--- src/rtl/rect_draw_pkg.sv ---
// Shared types and constants for the rectangle command sequencer.
// Holds the screen size, the packed draw command, the FSM state encoding
// and a helper that trims a span so it stops at the screen edge.
package rect_draw_pkg;

  localparam int SCREEN_W = 640;
  localparam int SCREEN_H = 480;

  // One draw command: origin, size and RGB444 colour (52 bits in total)
  typedef struct packed {
    logic [9:0]  x;
    logic [9:0]  y;
    logic [9:0]  w;
    logic [9:0]  h;
    logic [11:0] color;
  } rect_cmd_t;

  typedef enum logic [1:0] {
    IDLE  = 2'd0,
    CHECK = 2'd1,
    START = 2'd2,
    WAIT  = 2'd3
  } seq_state_t;

  // Shorten len so that pos+len does not pass limit; sums are taken in
  // 11 bits so that a 10-bit origin plus a 10-bit size cannot wrap.
  // Only meaningful when pos < limit, which validation guarantees.
  function automatic logic [9:0] clipLen(input logic [9:0]  pos,
                                         input logic [9:0]  len,
                                         input logic [10:0] limit);
    logic [10:0] farEdge;
    logic [10:0] room;
    farEdge = {1'b0, pos} + {1'b0, len};
    room    = limit - {1'b0, pos};
    if (farEdge > limit) begin
      return room[9:0];
    end
    return len;
  endfunction

endpackage

--- src/rtl/rect_cmd_fifo.sv ---
// Synchronous command FIFO for the rectangle sequencer.
// DEPTH entries of rect_cmd_t; read and write pointers are $clog2(DEPTH)
// bits wide and simply wrap, while a separate registered count tells full
// from empty. The head entry is visible combinationally on o_head.
module rect_cmd_fifo
  import rect_draw_pkg::*;
#(
  parameter int DEPTH = 8
) (
  input  logic                    clk,
  input  logic                    reset_n,
  input  logic                    i_push,
  input  rect_cmd_t               i_pushData,
  input  logic                    i_pop,
  output rect_cmd_t               o_head,
  output logic [$clog2(DEPTH):0]  o_count
);

  localparam int PW = $clog2(DEPTH);
  localparam int CW = PW + 1;

  rect_cmd_t     r_mem [DEPTH];
  logic [PW-1:0] r_wrPtr;
  logic [PW-1:0] r_rdPtr;
  logic [CW-1:0] r_count;
  logic          w_doPush;
  logic          w_doPop;

  // A push into a full FIFO or a pop from an empty one is ignored here as
  // a second line of defence; the sequencer never requests either.
  assign w_doPush = i_push && (r_count != CW'(DEPTH));
  assign w_doPop  = i_pop  && (r_count != '0);

  // Storage array; contents need no reset because count guards every read
  always_ff @(posedge clk) begin
    if (w_doPush) begin
      r_mem[r_wrPtr] <= i_pushData;
    end
  end

  // Pointer and occupancy bookkeeping; a simultaneous push and pop leaves
  // the count where it was
  always_ff @(posedge clk or negedge reset_n) begin
    if (!reset_n) begin
      r_wrPtr <= '0;
      r_rdPtr <= '0;
      r_count <= '0;
    end else begin
      if (w_doPush) begin
        r_wrPtr <= r_wrPtr + PW'(1);
      end
      if (w_doPop) begin
        r_rdPtr <= r_rdPtr + PW'(1);
      end
      case ({w_doPush, w_doPop})
        2'b10:   r_count <= r_count + CW'(1);
        2'b01:   r_count <= r_count - CW'(1);
        default: r_count <= r_count;
      endcase
    end
  end

  assign o_head  = r_mem[r_rdPtr];
  assign o_count = r_count;

endmodule

--- src/rtl/rect_cmd_sequencer.sv ---
// Rectangle command sequencer: front end of the rectangle generator.
// Accepts draw commands over valid/ready, queues them, rejects commands
// that are empty or start off-screen, and hands the rest one at a time to
// the generator, holding gen_* steady until the generator reports done.
// Build option: define CLIP_EN to trim width/height to the visible screen
// before issue; without it sizes pass unchanged and the generator is
// trusted to stop at the screen edge itself.
module rect_cmd_sequencer #(
  parameter int DEPTH    = 8,
  parameter int SCREEN_W = rect_draw_pkg::SCREEN_W,
  parameter int SCREEN_H = rect_draw_pkg::SCREEN_H
) (
  input  logic                    clk,
  input  logic                    reset_n,
  input  logic                    cmd_valid,
  output logic                    cmd_ready,
  input  logic [9:0]              cmd_x,
  input  logic [9:0]              cmd_y,
  input  logic [9:0]              cmd_w,
  input  logic [9:0]              cmd_h,
  input  logic [11:0]             cmd_color,
  output logic [9:0]              gen_x,
  output logic [9:0]              gen_y,
  output logic [9:0]              gen_w,
  output logic [9:0]              gen_h,
  output logic [11:0]             gen_color,
  output logic                    gen_start,
  input  logic                    gen_done,
  output logic                    busy,
  output logic [$clog2(DEPTH):0]  queue_count,
  output logic [7:0]              drop_count
);

  import rect_draw_pkg::*;

  localparam int          CW      = $clog2(DEPTH) + 1;
  localparam logic [10:0] W_LIMIT = 11'(SCREEN_W);
  localparam logic [10:0] H_LIMIT = 11'(SCREEN_H);

  seq_state_t    r_state;
  rect_cmd_t     r_gen;
  logic          r_genStart;
  logic [7:0]    r_dropCount;
  logic          r_readyEn;

  rect_cmd_t     w_pushData;
  rect_cmd_t     w_head;
  logic          w_push;
  logic          w_pop;
  logic [CW-1:0] w_count;
  logic          w_reject;
  logic [9:0]    w_issueW;
  logic [9:0]    w_issueH;

  assign w_pushData = '{x: cmd_x, y: cmd_y, w: cmd_w, h: cmd_h, color: cmd_color};

  // Ready is held low during reset and for the rest of that cycle, then
  // follows the registered occupancy so a push can never hit a full queue.
  assign cmd_ready = r_readyEn && (w_count < CW'(DEPTH));
  assign w_push    = cmd_valid && cmd_ready;

  // The FSM only pops in IDLE and only when the registered count says an
  // entry is present, so a freshly pushed command waits at least a cycle.
  assign w_pop = (r_state == IDLE) && (w_count != '0);

  rect_cmd_fifo #(
    .DEPTH      (DEPTH)
  ) u_fifo (
    .clk        (clk),
    .reset_n    (reset_n),
    .i_push     (w_push),
    .i_pushData (w_pushData),
    .i_pop      (w_pop),
    .o_head     (w_head),
    .o_count    (w_count)
  );

  // Validation of the command sitting in the output registers; the
  // comparisons are widened to 11 bits so 10-bit origins compare cleanly
  // against the screen limits.
  assign w_reject = (r_gen.w == '0) ||
                    (r_gen.h == '0) ||
                    ({1'b0, r_gen.x} >= W_LIMIT) ||
                    ({1'b0, r_gen.y} >= H_LIMIT);

`ifdef CLIP_EN
  assign w_issueW = clipLen(r_gen.x, r_gen.w, W_LIMIT);
  assign w_issueH = clipLen(r_gen.y, r_gen.h, H_LIMIT);
`else
  assign w_issueW = r_gen.w;
  assign w_issueH = r_gen.h;
`endif

  // Ready enable: first clock after reset release opens the input side
  always_ff @(posedge clk or negedge reset_n) begin
    if (!reset_n) begin
      r_readyEn <= 1'b0;
    end else begin
      r_readyEn <= 1'b1;
    end
  end

  // Issue FSM with registered gen_* outputs, start pulse and drop counter.
  // gen_* are only written when popping in IDLE and when clipping in
  // CHECK, so they cannot move during START or WAIT.
  always_ff @(posedge clk or negedge reset_n) begin
    if (!reset_n) begin
      r_state     <= IDLE;
      r_gen       <= '0;
      r_genStart  <= 1'b0;
      r_dropCount <= '0;
    end else begin
      r_genStart <= 1'b0;
      case (r_state)
        IDLE: begin
          if (w_count != '0) begin
            r_gen   <= w_head;
            r_state <= CHECK;
          end
        end
        CHECK: begin
          if (w_reject) begin
            if (r_dropCount != 8'hFF) begin
              r_dropCount <= r_dropCount + 8'd1;
            end
            r_state <= IDLE;
          end else begin
            r_gen.w    <= w_issueW;
            r_gen.h    <= w_issueH;
            r_genStart <= 1'b1;
            r_state    <= START;
          end
        end
        START: begin
          r_state <= WAIT;
        end
        WAIT: begin
          if (gen_done) begin
            r_state <= IDLE;
          end
        end
        default: begin
          r_state <= IDLE;
        end
      endcase
    end
  end

  assign gen_x       = r_gen.x;
  assign gen_y       = r_gen.y;
  assign gen_w       = r_gen.w;
  assign gen_h       = r_gen.h;
  assign gen_color   = r_gen.color;
  assign gen_start   = r_genStart;
  assign busy        = (r_state != IDLE) || (w_count != '0);
  assign queue_count = w_count;
  assign drop_count  = r_dropCount;

endmodule

--- config.mk ---
export PLATFORM = sky130hd
export DESIGN_NAME = rect_cmd_sequencer
export DESIGN_NICKNAME = d
export VERILOG_FILES = /design/src/rtl/rect_draw_pkg.sv /design/src/rtl/rect_cmd_fifo.sv /design/src/rtl/rect_cmd_sequencer.sv
export SDC_FILE = /design/constraint.sdc
export NUM_CORES = 1
export LEC_CHECK = 0
export ABC_AREA = 1
export CAP_MARGIN = 15
export CORE_MARGIN = 3
export CORE_UTILIZATION = 25
export DETAILED_ROUTE_END_ITERATION = 10
export SLEW_MARGIN = 20
export SYNTH_ARGS = -nofsm -noshare
export SYNTH_HDL_FRONTEND = slang
export SYNTH_SLANG_ARGS = --single-unit
--- constraint.sdc ---
create_clock -name clk -period 5.8 [get_ports clk]
set_clock_uncertainty 0.2 [all_clocks]
set_input_delay 0.87 -clock clk [delete_from_list [all_inputs] [get_ports clk]]
set_output_delay 0.87 -clock clk [all_outputs]
set_load 0.005 [all_outputs]
==> results.sh, run 1 <==
export IMPL_area_growth_pct=19.6
export IMPL_holdCritPathClass="input pin to asynchronous set/reset pin"
export IMPL_grt_pass1_wl_um=72300
export IMPL_grt_pass1_vias=12100
export IMPL_post_cts_buffers=0
export IMPL_ys_ff_latch=490
export IMPL_layout_drive_gt1_share_pct=8.82
export IMPL_fp_coreArea_um2=78200
export IMPL_syn_inst=1616
export IMPL_power_uw=11000
export IMPL_grt_start_max_net_pins=290
export IMPL_worstPathArrival_ns=3.47
export IMPL_fmax_mhz=311
export IMPL_clock_sinks=490
export IMPL_clk_pin_slew_ns=0.07
export IMPL_finalHoldViolations=0
export IMPL_cts_inserted_buffers=48
export IMPL_root_buffer="clkbuf_16"
export IMPL_totalWireLength_um=47000
export IMPL_synth_fp_nets=1678
export IMPL_setup_slack_ns=2.58
export IMPL_grt_usage_pct=11.1
export IMPL_yosys_warnings=0
export IMPL_initial_core_util_pct=25.5
export IMPL_outcome="complete, no violations"
export IMPL_antenna_found_initial=8
export IMPL_critPathKind="register to register"
export IMPL_worst_setup_path_end_kind="register"
export IMPL_synth_avg_cell_area_um2=12.3
export IMPL_slew_violations=0
export IMPL_yosys_cell_types_count=27
export IMPL_dp_slack_ns=2.05
export IMPL_gp_congestion=0.779
export IMPL_vias=12100
export IMPL_fin_crit_ns=3.22
export IMPL_fp_dieH_um=288
export IMPL_p_per_area_nw_per_um2=463
export IMPL_fp_dieW_um=288
export IMPL_cp_max_fo=55
export IMPL_cts_tree="done"
export IMPL_ios=123
export IMPL_clkLatencyLatePin_ns=0.56
export IMPL_htreeDepth=2
export IMPL_tightest_slew_ns=1.10
export IMPL_regToRegSetupSlack_ns=2.58
export IMPL_slew_headroom_pct=26.6
export IMPL_async_flop_share_pct=15.1
export IMPL_vias_per_cell=4.34
export IMPL_synth_edff_count=416
export IMPL_crit_path_start_kind="register"
export IMPL_synth_seq_area_share_pct=71.9
export IMPL_synth_area_um2=19900
export IMPL_setup_viol=0
export IMPL_io_buffers=122
export IMPL_routedWlPerCell_um=16.8
export IMPL_rsz0062_at_grt="no"
export IMPL_drc_errors=0
export IMPL_rows=102
export IMPL_hold_buffers=0
export IMPL_ant_nets=0
export IMPL_max_vdd_ir_drop_uv=251
export IMPL_tns_ns=0
export IMPL_drt_initial_drc_count=871
export IMPL_nets=1780
export IMPL_clk_path_buf_depth=3
export IMPL_cap_viol_max_count=0
export IMPL_dr_pass1_iters=5
export IMPL_nFillCells=7718
export IMPL_gr_total_overflow=0
export IMPL_hpwl_um=28300
export IMPL_timing_final_crit_share_pct=55.5
export IMPL_leakage_uw=0.00883
export IMPL_synth_ff_type="edfxtp_1"
export IMPL_dieArea_um2=83200
export IMPL_cts_resized=0
export IMPL_crit_required_ns=6.05
[registers in the layout (all words and copies together), names as in the netlist, named ones only]
name,flops
drop_count,8
gen_color,12
r_state,1
gen_x,10
gen_start,1
u_fifo.r_rdPtr,3
gen_y,10
u_fifo.o_count,4
gen_w,10
gen_h,10
u_fifo.r_wrPtr,3
u_fifo.r_mem,416
r_readyEn,1
[cells by family (layout without fill, tap and decap cells)]
| logic type | after synthesis | after routing | share of synthesized area, % |
|---|---|---|---|
| AO/OA/AOI/OAI | 319 | 319 | 10.3 |
| other | 1 | 3 | 0.0188 |
| AND/OR/NAND/NOR | 473 | 473 | 10.2 |
| buffers and inverters | 318 | 460 | 6.69 |
| flip-flops | 490 | 490 | 71.9 |
| XOR/XNOR | 9 | 9 | 0.395 |
| adder cells (fa/ha/maj) | 6 | 6 | 0.377 |
[final cells by class]
type                       count  area [um2]  area share [%]
clock inverter                21         181           0.761
clock buffer                  69        1350            5.67
timing repair buffer         144        1470            6.15
inverter                     226         850            3.56
antenna                        2        5.00          0.0210
multi-input combinational    808        4330            18.2
tap                         1040        1300            5.46
sequential                   490       14400            60.2
[through the flow]
step | cells | utilization [%] | instance area, um2 | hold WS (ns)
3_3_place_gp | 2705 | 28.4 | 22200 | 0.268
5_1_grt | 2798 | 30.5 | 23800 | 0.163
3_5_place_dp | 2705 | 28.4 | 22200 | 0.273
4_1_cts | 2795 | 30.4 | 23800 | 0.149
6_report | 2800 | 30.5 | 23800 | 0.132
2_1_floorplan | 1616 | - | 19900 | 0.273
[critical path: stages (launching register included)]
cell and delay [ns]:
dfrtp_1 0.46, nor2_1 0.09, nand3_2 0.11, nand3_4 0.66, clkinv_2 0.19, buf_4 0.64
ha_1 0.41, inv_1 0.12, nand3_1 0.10, nand2_1 0.07, nand2_1 0.06
[power by group]
group	total, uW	switching [uW]	internal [uW]
clock	3020	1300	1730
sequential	4680	418	4260
combinational	3320	2060	1270
total	11000	3770	7250
[layer usage]
layer	track usage (%)	up-vias	wire length, um
li1	-	5836	-
met1	14.3	5975	20200
met2	18.7	248	22900
met3	2.68	78	2860
met4	3.20	6	1020
met5	0	-	44
[cells in the mapped netlist, types with 15 or more instances]
cell type,count,area (um2)
edfxtp_1,416,12500
buf_1,15,56.3
nand2_1,257,965
inv_1,223,837
nand3_1,166,831
nor2_1,31,116
clkbuf_1,26,97.6
o211ai_2,40,500
o21ai_0,108,541
a21oi_1,105,526
o211ai_1,64,480
dfrtp_1,74,1850
buf_2,37,185
[path summary, 6_finish.rpt]
check / startpoint / endpoint / cells past startpoint
min in group clk: gen_x[0] / gen_x[0] / 2
max reg2reg: u_fifo.o_count[0] / u_fifo.o_count[3] / 10
min: reset_n / drop_count[1] / 1
max in group asynchronous: reset_n / u_fifo.r_rdPtr[0] / 2
min reg2reg: gen_x[0] / gen_x[0] / 2
max: u_fifo.o_count[0] / u_fifo.o_count[3] / 10
[placed cells by master (no fill, tap or decap), drive strengths merged, types with 31 or more instances in the layout]
cell type,n
clkbuf,69
a21oi,105
clkdlybuf4s50,121
edfxtp,416
o21ai,108
nor2,31
inv,228
o211ai,104
dfrtp,74
nand2,257
nand3,168
(Power assumes the default switching activity.)
==> run 2, diff against run 1 <==
clock period = 2.6 ns   (was 5.8 ns; I/O delays follow)
==> run 2 against run 1 <==
  * Sequential share of layout area down 1.2 points
  * Final area up 2.1%
  * Cell count up 0.75%
  * Sequential power up 120%
  * Register-to-register slack worse by 2.3 ns
  * Sequential cell count unchanged
  * Global-route usage about the same
  * Largest cell class unchanged
  * Clock-buffer cell count up 11
  * Highest routed layer is now met4
  * Worst setup slack worse by 2.5 ns
==> results.sh, run 2 (same netlist as run 1, synthesis figures left out) <==
export IMPL_ff2ff_path_depth=8
export IMPL_dp_slack_ns=0.104
export IMPL_setup_viol=0
export IMPL_clk_pin_slew_ns=0.06
export IMPL_fin_area_um2=24300
export IMPL_placement_cell_area_um2=22600
export IMPL_p_per_area_nw_per_um2=1050
export IMPL_fp_dieH_um=288
export IMPL_antenna_found_initial=1
export IMPL_largest_reg_flops=416
export IMPL_gp_congestion=0.855
export IMPL_met3_usage_pct=2.07
export IMPL_fin_crit_ns=2.52
export IMPL_fmax_mhz=397
export IMPL_regToRegSetupSlack_ns=0.28
export IMPL_ios=123
export IMPL_slew_headroom_pct=50.1
export IMPL_cp_cell_sequence="nor2_1 -> nand3_2 -> nand3b_1 -> clkdlybuf4s50_1"
export IMPL_ant_nets=0
export IMPL_htreeDepth=2
export IMPL_drc_errors=0
export IMPL_top_register="u_fifo.r_mem"
export IMPL_grt_usage_pct=11.1
export IMPL_grt_busiest_layer="met2"
export IMPL_cts_tree="done"
export IMPL_finalHoldViolations=0
export IMPL_setup_slack_ns=0.0816
export IMPL_drt_initial_drc_count=943
export IMPL_totalWireLength_um=47000
export IMPL_grt_pass1_wl_um=72100
export IMPL_nFillCells=7769
export IMPL_cap_viol_max_count=0
export IMPL_vias=12200
export IMPL_layout_commonest_cell="edfxtp_1"
export IMPL_clkLatencyLatePin_ns=0.60
export IMPL_critPathKind="register to primary output"
export IMPL_rsz0062_at_grt="no"
export IMPL_timing_final_crit_share_pct=96.9
export IMPL_dr_pass1_iters=7
export IMPL_slew_violations=0
export IMPL_worst_setup_path_end_kind="primary output"
export IMPL_initial_core_util_pct=25.5
export IMPL_met1_usage_pct=14.4
export IMPL_worstPathArrival_ns=1.93
export IMPL_outcome="complete, no violations"
export IMPL_dieArea_um2=83200
export IMPL_max_vdd_ir_drop_uv=888
export IMPL_holdCritPathClass="input pin to asynchronous set/reset pin"
export IMPL_grtUsageMet2_pct=19.2
export IMPL_gr_total_overflow=0
export IMPL_nets=1799
export IMPL_cts_inserted_buffers=52
export IMPL_rows=102
export IMPL_r2r_start="u_fifo.o_count[3]"
export IMPL_root_buffer="clkbuf_16"
export IMPL_crit_required_ns=2.01
export IMPL_layout_common_cells="edfxtp_1 (416), nand2_1 (257), inv_1 (223), nand3_1 (166), clkdlybuf4s50_1 (121)"
export IMPL_regToRegEndpoint="u_fifo.o_count[2]"
export IMPL_cp_max_fo=5
export IMPL_clk_path_buf_depth=3
export IMPL_hpwl_um=29600
export IMPL_diodes=0
export IMPL_vias_per_cell=4.32
export IMPL_clock_sinks=490
export IMPL_tightest_slew_ns=0.749
export IMPL_layout_drive_gt1_share_pct=9.94
export IMPL_grt_start_max_net_pins=91
export IMPL_io_buffers=122
export IMPL_crit_path_start_kind="register"
export IMPL_leakage_uw=0.00904
export IMPL_crit_path_top_delay_cell="clkdlybuf4s50_1"
export IMPL_fp_coreArea_um2=78200
export IMPL_fp_dieW_um=288
export IMPL_worst_path_largest_cell_delay_ns=0.46
export IMPL_grt_pass1_vias=12200
export IMPL_area_growth_pct=22.0
export IMPL_routedWlPerCell_um=16.7
==> run 2: cell types whose count changed in the layout (fill, tap and decap cells not counted), sizes merged <==
cell / delta
buf: +14
clkbuf: +11
clkinv: -8
bufinv: +2
diode: -2
inv: +2
clkinvlp: +1
dlygate4sd3: +1
==> run 2: how the worst max path moves through the flow <==
stage / startpoint / end / slack [ns] / cells past startpoint
2_1_floorplan: u_fifo.o_count[3] / u_fifo.r_mem[0][0] / -0.44 / 4
3_3_place_gp: cmd_valid / u_fifo.o_count[2] / 0.14 / 8
3_5_place_dp: cmd_valid / u_fifo.o_count[2] / 0.10 / 8
4_1_cts: u_fifo.o_count[0] / busy / 0.007 / 4
5_1_grt: u_fifo.o_count[3] / busy / 0.02 / 4
6_report: u_fifo.o_count[3] / busy / 0.08 / 4
==> run 2: repair_timing <==
item,CTS,global route
resized for setup,1,0
setup buffers,0,1
hold buffers,1,0
endpoints found under the setup margin,1,1
hold endpoints to repair,36,0
==> run 2: power breakdown <==
part	internal, uW	leakage [uW]	switching, uW
logic	3020	0.00352	4910
clock network	4440	0.000853	3050
registers	9510	0.00467	622
==> run 2: layout make-up <==
type,count,area [um2],area share (%)
Sequential cell,490,14400,59.0
Multi-Input combinational cell,808,4330,17.8
Timing Repair Buffer,159,1750,7.19
Clock buffer,80,1520,6.23
Tap cell,1040,1300,5.35
Inverter,226,848,3.49
Clock inverter,18,236,0.972
==> run 2: worst max-delay path, delay by kind of cell (launching register included) <==
family / cells / cell delay (ns)
buffers and inverters: 1 / 0.46
and+or+nand+nor: 3 / 0.45
DFF: 1 / 0.43
==> run 2: layer usage <==
| metal | part of all wire [%] | wire length (um) |
|---|---|---|
| met1 | 44 | 20700 |
| met2 | 49 | 23200 |
| met3 | 4.8 | 2240 |
| met4 | 1.9 | 876 |
| met5 | 0 | 0 |
==> run 2: through the flow <==
step	TNS, ns	instances	power [uW]	util [%]	hold slack (ns)
floorplan	-90.66	1616	15300	-	-0.106
global placement	0	2721	18100	28.8	0.267
detailed placement	0	2721	18300	28.8	0.272
CTS	0	2820	25900	31.1	0.185
global route	0	2821	27200	31.1	0.212
finish	0	2821	25600	31.1	0.212
